File: src/rtl/lfsr_seed_sequencer_pkg.sv
// lfsr_seed_sequencer_pkg: shared widths, seed default and FSM encoding for the LFSR seed sequencer
package lfsr_seed_sequencer_pkg;
    localparam int RNDSIZE = 8;
    localparam int W = RNDSIZE * (RNDSIZE - 1) / 2;
    localparam logic [W-1:0] SEED_DEFAULT = W'(28'h000_ACE1);
    localparam logic [1:0] ST_IDLE  = 2'd0;
    localparam logic [1:0] ST_RUN   = 2'd1;
    localparam logic [1:0] ST_DRAIN = 2'd2;
    localparam logic [1:0] ST_DONE  = 2'd3;

    // An all-zero seed would lock the LFSR, so it is replaced by the default
    function automatic logic [W-1:0] seed_or_default(input logic [W-1:0] s);
        return (s == '0) ? SEED_DEFAULT : s;
    endfunction
endpackage

File: src/rtl/lfsr_seed_sequencer_if.sv
// lfsr_seed_sequencer_if: valid/ready frame channel carrying one rnd word and its index
interface lfsr_seed_sequencer_if;
    import lfsr_seed_sequencer_pkg::*;
    logic         valid;
    logic         ready;
    logic [W-1:0] data;
    logic [7:0]   idx;
    modport master(output valid, data, idx, input ready);
    modport slave(input valid, data, idx, output ready);
endinterface

File: src/rtl/lfsr_seed_sequencer_frame_out_reg.sv
// frame_out_reg: single-entry valid/ready output register holding data and index
module frame_out_reg
    import lfsr_seed_sequencer_pkg::*;
(
    input  logic                         clk,
    input  logic                         rst,
    input  logic                         push,
    input  logic [W-1:0]                 push_data,
    input  logic [7:0]                   push_idx,
    output logic                         accept,
    lfsr_seed_sequencer_if.master        out
);
    assign accept = !out.valid || out.ready;

    always_ff @(posedge clk or posedge rst) begin
        if (rst) begin
            out.valid <= 1'b0;
            out.data  <= '0;
            out.idx   <= '0;
        end else if (push && accept) begin
            out.valid <= 1'b1;
            out.data  <= push_data;
            out.idx   <= push_idx;
        end else if (out.ready) begin
            out.valid <= 1'b0;
        end
    end
endmodule

File: src/rtl/lfsr_seed_sequencer.sv
// lfsr_seed_sequencer: owns the LFSR seed, feeds rnd back as next seed and streams one word per frame
module lfsr_seed_sequencer
    import lfsr_seed_sequencer_pkg::*;
(
    input  logic                  clk,
    input  logic                  rst,
    input  logic [W-1:0]          seed_in,
    input  logic                  seed_load,
    input  logic                  start,
    input  logic [7:0]            num_frames,
    input  logic [1:0]            probability_in,
    output logic [W-1:0]          seed,
    output logic [1:0]            probability,
    input  logic [W-1:0]          rnd_in,
    lfsr_seed_sequencer_if.master frame,
    output logic                  busy,
    output logic                  done
);
    logic [1:0] state;
    logic [7:0] nf;
    logic [7:0] cnt;
    logic       run;
    logic       accept;
    logic       step;

    assign run  = state == ST_RUN;
    assign step = run && accept;
    assign busy = run || state == ST_DRAIN;

    frame_out_reg u_out (
        .clk       (clk),
        .rst       (rst),
        .push      (run),
        .push_data (rnd_in),
        .push_idx  (cnt),
        .accept    (accept),
        .out       (frame)
    );

    always_ff @(posedge clk or posedge rst) begin
        if (rst) begin
            state       <= ST_IDLE;
            seed        <= SEED_DEFAULT;
            probability <= '0;
            nf          <= '0;
            cnt         <= '0;
            done        <= 1'b0;
        end else begin
            done <= state == ST_DONE;
            if (state == ST_IDLE) begin
                if (seed_load)
                    seed <= seed_or_default(seed_in);
                if (start) begin
                    nf          <= num_frames;
                    probability <= probability_in;
                    cnt         <= '0;
                    state       <= (num_frames == '0) ? ST_DONE : ST_RUN;
                end
            end else if (step) begin
                seed <= rnd_in;
                cnt  <= cnt + 8'd1;
                // equality compare: cnt stops at nf, so 255 frames never wrap
                if (cnt + 8'd1 == nf)
                    state <= ST_DRAIN;
            end else if (state == ST_DRAIN && frame.ready) begin
                state <= ST_DONE;
            end else if (state == ST_DONE) begin
                state <= ST_IDLE;
            end
        end
    end
endmodule

File: src/flat_wrapper.sv
// flat-port wrapper written by rule: the top's interface ports become plain ports
module lfsr_seed_sequencer_flat import lfsr_seed_sequencer_pkg::*;
  (clk, rst, seed_in, seed_load, start, num_frames, probability_in, seed, probability, rnd_in, busy, done, frame_valid, frame_data, frame_idx, frame_ready);
  lfsr_seed_sequencer_if frame_i ();
  input  logic clk;
  input  logic rst;
  input  logic [W-1:0] seed_in;
  input  logic seed_load;
  input  logic start;
  input  logic [7:0] num_frames;
  input  logic [1:0] probability_in;
  output logic [W-1:0] seed;
  output logic [1:0] probability;
  input  logic [W-1:0] rnd_in;
  output logic busy;
  output logic done;
  output wire logic [$bits(frame_i.valid)-1:0] frame_valid;
  output wire logic [$bits(frame_i.data)-1:0] frame_data;
  output wire logic [$bits(frame_i.idx)-1:0] frame_idx;
  input wire logic [$bits(frame_i.ready)-1:0] frame_ready;
  assign frame_valid = frame_i.valid;
  assign frame_data = frame_i.data;
  assign frame_idx = frame_i.idx;
  assign frame_i.ready = frame_ready;
  lfsr_seed_sequencer u_core (.clk(clk), .rst(rst), .seed_in(seed_in), .seed_load(seed_load), .start(start), .num_frames(num_frames), .probability_in(probability_in), .seed(seed), .probability(probability), .rnd_in(rnd_in), .frame(frame_i), .busy(busy), .done(done));
endmodule
File: config.mk
export PLATFORM = sky130hd
export DESIGN_NAME = lfsr_seed_sequencer_flat
export DESIGN_NICKNAME = d
export VERILOG_FILES = /design/src/rtl/lfsr_seed_sequencer_pkg.sv /design/src/rtl/lfsr_seed_sequencer_if.sv /design/src/rtl/lfsr_seed_sequencer_frame_out_reg.sv /design/src/rtl/lfsr_seed_sequencer.sv /design/src/flat_wrapper.sv
export SDC_FILE = /design/constraint.sdc
export NUM_CORES = 1
export LEC_CHECK = 0
export CORE_MARGIN = 4
export CORE_UTILIZATION = 30
export DETAILED_ROUTE_END_ITERATION = 8
export MAX_ROUTING_LAYER = met4
export SLEW_MARGIN = 20
export SYNTH_ARGS = -nofsm -noshare
export SYNTH_HDL_FRONTEND = slang
export SYNTH_SLANG_ARGS = --single-unit
File: constraint.sdc
create_clock -name clk -period 7.9 [get_ports clk]
set_input_delay 1.185 -clock clk [delete_from_list [all_inputs] [get_ports clk]]
set_output_delay 1.185 -clock clk [all_outputs]
set_load 0.01 [all_outputs]
==> results of run 1 <==
## metrics by stage
stage | instances | power [uW]
2_1_floorplan | 363 | 1360
3_3_place_gp | 658 | 1860
3_5_place_dp | 658 | 1890
4_1_cts | 674 | 2360
5_1_grt | 674 | 2490
6_report | 674 | 2320
## worst paths after layout
check,start,to,cells after the start
worst max-delay path,frame_ready,u_core.seed[8],6
worst min-delay path,u_core.seed[0],u_core.seed[0],2
worst max register to register,u_core.state[0],u_core.seed[8],6
worst min register to register,u_core.seed[0],u_core.seed[0],2
max in group asynchronous,rst,u_core.u_out.out.data[18],3
min in group asynchronous,rst,u_core.u_out.out.data[0],3
## critical path, cell delays in order
cell and delay (ps):
clkdlybuf4s50_1 490, nor2b_1 70, or3_2 720, nand2_1 650, nor2_1 100, a21oi_1 140
## flip-flops by register name (all words and copies together) (netlist names)
| signal | cells |
|---|---|
| u_core.cnt | 8 |
| u_core.done | 1 |
| u_core.nf | 8 |
| u_core.probability | 2 |
| u_core.seed | 28 |
| u_core.state | 2 |
| u_core.u_out.out.data | 28 |
| u_core.u_out.out.idx | 8 |
| u_core.u_out.out.valid | 1 |
## logic make-up after synthesis
logic type                 synth area share, %
and+or+nand+nor                           12.1
DFF                                       55.5
AOI/OAI and AO/OA                         12.3
muxes                                     13.6
buffers and inverters                     2.44
xor gates and xnor gates                  2.47
adders and majority gates                 1.61
## final cells by class
class / count / share of cell area, %
clock buffers: 12 / 4.27
inverters: 5 / 0.347
clock inverters: 4 / 1.26
well taps: 172 / 3.73
repair buffers: 141 / 24.4
multi-input cells: 254 / 28.5
flip-flops and latches: 86 / 37.5
## power by group through the flow
| stage | clock (uW) | sequential [uW] | combinational, uW |
|---|---|---|---|
| floorplan | 0 | 842 | 519 |
| global placement | 0 | 776 | 1090 |
| detailed placement | 0 | 782 | 1110 |
| CTS | 471 | 778 | 1110 |
| global route | 489 | 804 | 1200 |
| finish | 456 | 775 | 1090 |
## per-layer routing
layer / routed length, um / global-route usage, % / part of all wire (%) / vias up
met1: 4620 / 19.0 / 42 / 1591
met5: 0 / - / 0 / -
met3: 796 / 6.69 / 7.2 / 14
met4: 115 / 3.78 / 1.0 / 0
li1: - / - / - / 1539
met2: 5540 / 26.5 / 50 / 106
## synth_stat cells (2+ instances only)
library cell and number:
dfrtp_1 78, mux2_2 46, nand2_1 44, o21ai_0 39
nor2_1 36, a21oi_1 32, clkbuf_1 14, nor4_1 9
dfstp_2 8, xnor2_1 6, ha_1 5, inv_1 5
nand3_1 5, xor2_1 5, and2_1 2, buf_1 2
nand4_1 2, nor3_1 2, o21a_1 2, o31ai_1 2
==> summary.md, run 1 <==
| Metric | Value |
|---|---|
| Post_cts resized | `0` |
| Clock Latency Late Sink | `350 ps` |
| Final Core Density | `45.5%` |
| Setup repair bufs after CTS | `0` |
| CTS clk-pin slew, worst paths | `60 ps` |
| Max Clk Rate | `0.324 GHz` |
| RSZ-0062 raised after global routing | `false` |
| Sequential share of the synthesized area | `55.5%` |
| Fin Hold WS | `482 ps` |
| Total GRT Usage | `16.3%` |
| Vias per cell | `4.82` |
| Clock skew | `6.73 ps` |
| Post-CTS Hold Buffers | `0` |
| DP Worst Slack | `4010 ps` |
| Max VDD drop | `0.188 mV` |
| Slew Viols, Final | `0` |
| Crit Path Class | `in2reg` |
| Main area contributors after synthesis | `dfrtp_1, mux2_2, dfstp_2, o21ai_0, nand2_1` |
| Layout cells sized above 1 | `15.1%` |
| FF+latch area | `2160 um2` |
| Ys flop type | `dfrtp_1` |
| Avg Cell Area, Syn | `10.7 um2` |
| Syn-to-layout area delta | `48.1%` |
| Yosys top cell by area | `dfrtp_1` |
| Die width | `122 um` |
| Switching fraction of total power | `34.5%` |
| Critical Path Fanout Max | `33` |
| Combinational share of power | `47.0%` |
| # rows | `41` |
| Pre-antenna DRT Iters | `4` |
| Final WS setup | `4820 ps` |
| GP Congestion | `0.787` |
| Vias | `3250` |
| CTS tree | `done` |
| CP Capture Type | `flip-flop` |
| Count of final setup violators | `0` |
| Root buffer cell | `clkbuf_16` |
| DR iter-0 viols | `120` |
| Setup TNS | `0 ps` |
| Total core area | `12700 um2` |
| Worst R2R Setup Slack | `5220 ps` |
| Maxcap violations | `0` |
| Initial antenna violation count | `0` |
| H-tree lvl count | `3` |
| Most common cell after layout, fill and taps aside | `clkdlybuf4s50_1` |
| Slew HR | `39.5%` |
| Post-DRT Antenna Nets | `0` |
| Starting Density | `30.7%` |
| Final Hold Violating Endpoints | `0` |
| DRT Wirelength | `11100 um` |
| Unique masters post-synth | `39` |
| Hold crit path type | `reg2reg` |
| Final #Nets | `573` |
| Int Power | `1520 uW` |
| Gr ovfl total | `0` |
| Ys Warns | `0` |
| Number of enable flip-flop cells after synthesis | `0` |
| Fillcell total | `1262` |
| Reg power frac | `33.4%` |
| CP arrival | `3350 ps` |
| Area of the multi-input gates | `1640 um2` |
| Synth Cell Area | `3890 um2` |
| Pwr per Cell Area | `402 nW/um2` |
| Drt wl/cell | `16.4 um` |
| CTS Buf Count | `9` |
| DRC | `0` |
| Vias in the first global route | `3485` |
| Final Cell Area | `5770 um2` |
| IO buf count | `139` |
| Most frequent cells in the layout | `clkdlybuf4s50_1, dfrtp_1, mux2_2` |
| Largest net degree at the start of global routing | `87` |
| WP data required | `8170 ps` |
| Post-synthesis register bit count | `86` |
| Crit share post-route | `39.0%` |
| Min Clock Period, post-route | `3080 ps` |
| Synthesized Nets | `439` |
| Clock sinks | `86` |
| Share of Yosys cell area claimed by the top area cell type | `50.1%` |
| Ports | `140` |
| Global-route wire length before repair | `18000 um` |
| Leakage | `0.00234 uW` |
| Worst Max-Slew Pin Slew | `904 ps` |
| Mapped Cells | `363` |
| Die Area | `14900 um2` |
| Status | `completed` |
| Diodes inserted | `0` |
| Fraction of registers with async set or reset after synthesis | `100%` |
| Placed inst area | `5440 um2` |
| Chip Height | `122 um` |
| Switch Pwr | `802 uW` |
| Clock buffer depth | `2` |
| Clock power share | `19.7%` |
| CP Launch Type | `input pin` |
| HPWL after detailed placement | `8190 um` |
Power figures use the tool's default switching activity.
==> run 2: changes to the inputs <==
- clock period: 7.9 -> 3.2 ns (I/O delays scaled with it)
==> summary.md, run 2 (synthesized netlist as in run 1, its figures left out) <==
| Metric | Value |
|---|---|
| Clock skew | `4.12 ps` |
| Most frequent cells in the layout | `clkdlybuf4s50_1, dfrtp_1, mux2_2` |
| Pre-antenna DRT Iters | `4` |
| H-tree lvl count | `3` |
| Clock sinks | `86` |
| Post-CTS Hold Buffers | `0` |
| Count of final setup violators | `0` |
| Vias in the first global route | `3432` |
| Placed inst area | `5510 um2` |
| Pwr per Cell Area | `993 nW/um2` |
| Post-DRT Antenna Nets | `0` |
| Max Clk Rate | `0.410 GHz` |
| Final Hold Violating Endpoints | `0` |
| Starting Density | `30.7%` |
| # rows | `41` |
| Die Area | `14900 um2` |
| Initial antenna violation count | `0` |
| CP Capture Type | `flip-flop` |
| GP Congestion | `0.822` |
| Hold crit path type | `in2async` |
| Total core area | `12700 um2` |
| CP delay by family, top | `simple AND/OR/NAND/NOR gates` |
| Chip Height | `122 um` |
| Total GRT Usage | `16.8%` |
| Fin cells | `680` |
| Crit Path Class | `reg2reg` |
| WP data required | `3460 ps` |
| Slew HR | `52.8%` |
| CP bufs+invs | `2` |
| Placed insts | `664` |
| IO buf count | `139` |
| Post_cts resized | `0` |
| Ports | `140` |
| CTS clk-pin slew, worst paths | `60 ps` |
| Most common cell after layout, fill and taps aside | `clkdlybuf4s50_1` |
| CTS Buf Count | `9` |
| Final Cell Area | `5820 um2` |
| Fillcell total | `1232` |
| Worst R2R Setup Slack | `760 ps` |
| DRC | `0` |
| DP Worst Slack | `675 ps` |
| Final #Nets | `579` |
| Final Core Density | `46.0%` |
| Setup TNS | `0 ps` |
| Max VDD drop | `0.444 mV` |
| Leakage | `0.00237 uW` |
| Syn-to-layout area delta | `49.5%` |
| Largest net degree at the start of global routing | `39` |
| Vias | `3312` |
| HPWL after detailed placement | `8740 um` |
| CP Launch Type | `flip-flop` |
| Critical Path Fanout Max | `20` |
| Top flop regs | `u_core.seed: 28 flops, u_core.u_out.out.data: 28 flops` |
| Layout cells sized above 1 | `16.3%` |
| Status | `completed` |
| Min Clock Period, post-route | `2440 ps` |
| Max stage delay cell, worst path | `or3_1` |
| Worst Max-Slew Pin Slew | `708 ps` |
| Setup repair bufs after CTS | `0` |
| Final WS setup | `762 ps` |
| Maxcap violations | `0` |
| DRT Wirelength | `11600 um` |
| Drt wl/cell | `17.1 um` |
| Die width | `122 um` |
| CP arrival | `2700 ps` |
| Clock Latency Late Sink | `340 ps` |
| Clock buffer depth | `2` |
| RSZ-0062 raised after global routing | `false` |
| Diodes inserted | `0` |
| CP max stage delay | `670 ps` |
| Crit share post-route | `76.2%` |
| Gr ovfl total | `0` |
| Slew Viols, Final | `0` |
| Global-route wire length before repair | `18600 um` |
| Root buffer cell | `clkbuf_16` |
| Vias per cell | `4.87` |
| Cell Chain, Critical Path | `inv_1, ha_1, or3_1, buf_4, o21ai_0, a21oi_1` |
| CTS tree | `done` |
| DR iter-0 viols | `118` |
run 2: stage by stage:
step | hold slack, ps | power, uW
after floorplan | 483 | 3360
after global placement | 468 | 4700
after detailed placement | 478 | 4760
after CTS | 487 | 5880
after global routing | 508 | 6210
final | 484 | 5780
run 2: worst reg2reg max path: cells and delay by family, from the launching register on:
kind / cells / cell delay [ps]
and+or+nand+nor: 1 / 680
adders and majority gates: 1 / 570
buffers and inverters: 2 / 440
DFF: 1 / 400
AOI/OAI and AO/OA: 2 / 270
run 2: power by group:
part	switching [uW]	internal [uW]
Clock	436	648
Sequential	294	1630
Combinational	1310	1470
run 2: area by class of cell:
cell class	instances	area (um2)	share of cell area [%]
clock buffer	11	253	4.34
clock inverter	5	56.3	0.967
inverter	5	20.0	0.344
multi-input combinational	254	1640	28.2
sequential	86	2160	37.1
tap	172	215	3.70
timing repair buffer	147	1480	25.4
run 2: worst paths after layout:
path	start	to	cells past startpoint
min reg2reg	u_core.seed[5]	u_core.seed[5]	2
max reg2reg	u_core.state[0]	u_core.seed[12]	6
min	rst	u_core.u_out.out.data[13]	2
max	u_core.state[0]	u_core.seed[12]	6
min in group clk	u_core.seed[5]	u_core.seed[5]	2
max in group asynchronous	rst	u_core.cnt[1]	3
run 2: per-layer routing:
layer	wire, um	part of all wire [%]	track usage [%]
met5	0	0	-
met4	144	1.2	3.92
met3	885	7.6	6.92
met2	5690	49	27.1
met1	4880	42	19.7
==> run 3: changes to the inputs <==
- clock period: 3.2 -> 2.4 ns (I/O delays scaled with it)
==> summary.md, run 3 (synthesized netlist as in run 1, its figures left out) <==
| Metric | Value |
|---|---|
| Status | `completed` |
| Pre-antenna DRT Iters | `4` |
| Worst Max-Slew Pin Slew | `567 ps` |
| Max stage delay cell, worst path | `dfrtp_1` |
| DR iter-0 viols | `132` |
| CP Launch Type | `flip-flop` |
| R2r worst-path depth | `7` |
| Vias in the first global route | `3636` |
| RSZ-0062 raised after global routing | `false` |
| Clock skew | `4.78 ps` |
| IO buf count | `139` |
| Chip Height | `122 um` |
| Final WS setup | `242 ps` |
| Hold crit path type | `in2async` |
| DP Worst Slack | `229 ps` |
| Post_cts resized | `0` |
| CP arrival | `2380 ps` |
| Min Clock Period, post-route | `2160 ps` |
| DRT Wirelength | `11500 um` |
| End of the critical path | `u_core.state[1]` |
| Global-route wire length before repair | `18600 um` |
| Reg2reg start | `u_core.cnt[1]` |
| Clock Latency Late Sink | `340 ps` |
| Most frequent cells in the layout | `clkdlybuf4s50_1, dfrtp_1, mux2_2` |
| Starting Density | `30.7%` |
| Clock buffer depth | `2` |
| CTS tree | `done` |
| Worst R2R End | `u_core.state[1]` |
| CP max stage delay | `410 ps` |
| CTS clk-pin slew, worst paths | `60 ps` |
| Max Clk Rate | `0.463 GHz` |
| Total GRT Usage | `16.7%` |
| Post-DRT Antenna Nets | `0` |
| GP Congestion | `0.829` |
| Setup repair bufs after CTS | `0` |
| # rows | `41` |
| Top flop regs | `u_core.seed: 28 flops, u_core.u_out.out.data: 28 flops` |
| Crit share post-route | `89.9%` |
| Critical Path Fanout Max | `7` |
| Worst setup path start | `u_core.cnt[1]` |
| CTS Buf Count | `9` |
| Layout cells sized above 1 | `17.8%` |
| Slew HR | `62.1%` |
| Die Area | `14900 um2` |
| Diodes inserted | `0` |
| Largest net degree at the start of global routing | `39` |
| Die width | `122 um` |
| Worst R2R Setup Slack | `240 ps` |
| Setup TNS | `0 ps` |
| Vias per cell | `4.77` |
| Drt wl/cell | `16.7 um` |
| Pwr per Cell Area | `1350 nW/um2` |
| CP Capture Type | `flip-flop` |
| WP data required | `2620 ps` |
| Syn-to-layout area delta | `52.8%` |
| DRC | `0` |
| Final #Nets | `587` |
| Maxcap violations | `0` |
| Count of final setup violators | `0` |
| Ports | `140` |
| Clock sinks | `86` |
| Crit Path Class | `reg2reg` |
| Initial antenna violation count | `0` |
| Cell Chain, Critical Path | `ha_1, nand3_1, nor2_1, xnor2_1, a2111oi_4, o211ai_2, mux2i_1` |
| H-tree lvl count | `3` |
| Gr ovfl total | `0` |
| Vias | `3285` |
| Leakage | `0.00243 uW` |
| Most common cell after layout, fill and taps aside | `clkdlybuf4s50_1` |
| HPWL after detailed placement | `8810 um` |
| Max VDD drop | `0.708 mV` |
| Root buffer cell | `clkbuf_16` |
| Post-CTS Hold Buffers | `0` |
| Final Hold Violating Endpoints | `0` |
| Total core area | `12700 um2` |
| Slew Viols, Final | `0` |
## run 3: how the worst min path moves through the flow
| stage | startpoint | to | depth (start not counted) | slack (ps) |
|---|---|---|---|---|
| after floorplan | u_core.seed[0] | u_core.seed[0] | 2 | 480 |
| after global placement | u_core.seed[5] | u_core.seed[5] | 2 | 470 |
| after detailed placement | u_core.seed[10] | u_core.seed[10] | 2 | 480 |
| after CTS | rst | u_core.u_out.out.data[10] | 2 | 380 |
| after global routing | rst | u_core.u_out.out.idx[1] | 2 | 410 |
| final | rst | u_core.u_out.out.data[13] | 2 | 380 |
## run 3: where the power goes
part | switching, uW | internal, uW
clock | 579 | 1150
combinational | 1760 | 2000
sequential | 379 | 2170
total | 2720 | 5320
## run 3: critical path: cells and delay by family, from the launching register on
family	cells	cell delay [ps]
AOI/OAI and AO/OA	2	550
xor gates and xnor gates	1	160
adders and majority gates	1	330
DFF	1	410
muxes	1	150
and+or+nand+nor	2	440
## run 3: stage by stage
step           cells  utilization (%)  hold WS [ps]  total power (uW)  cell area [um2]
2_1_floorplan    363                -           483              4480             3900
3_3_place_gp     672             44.1           467              6290             5580
3_5_place_dp     672             44.1           478              6390             5580
4_1_cts          688             47.0           381              8160             5950
5_1_grt          688             47.0           411              8600             5950
6_report         688             47.0           380              8040             5950
## run 3: cell type report
cell class,count,area [um2]
clock buffers,10,239
repair buffers,155,1540
clock inverters,6,133
inverters,5,22.5
multi-input cells,254,1650
fillers,1214,6720
flip-flops and latches,86,2160
well taps,172,215
## run 3: layer usage
layer	wire length, um	share of wire, %	GRT usage [%]	vias up
met1	4720	41	18.8	1610
met3	800	7.0	6.55	12
met5	0	0	-	-
met4	139	1.2	4.06	0
li1	-	-	-	1565
met2	5830	51	28.1	98
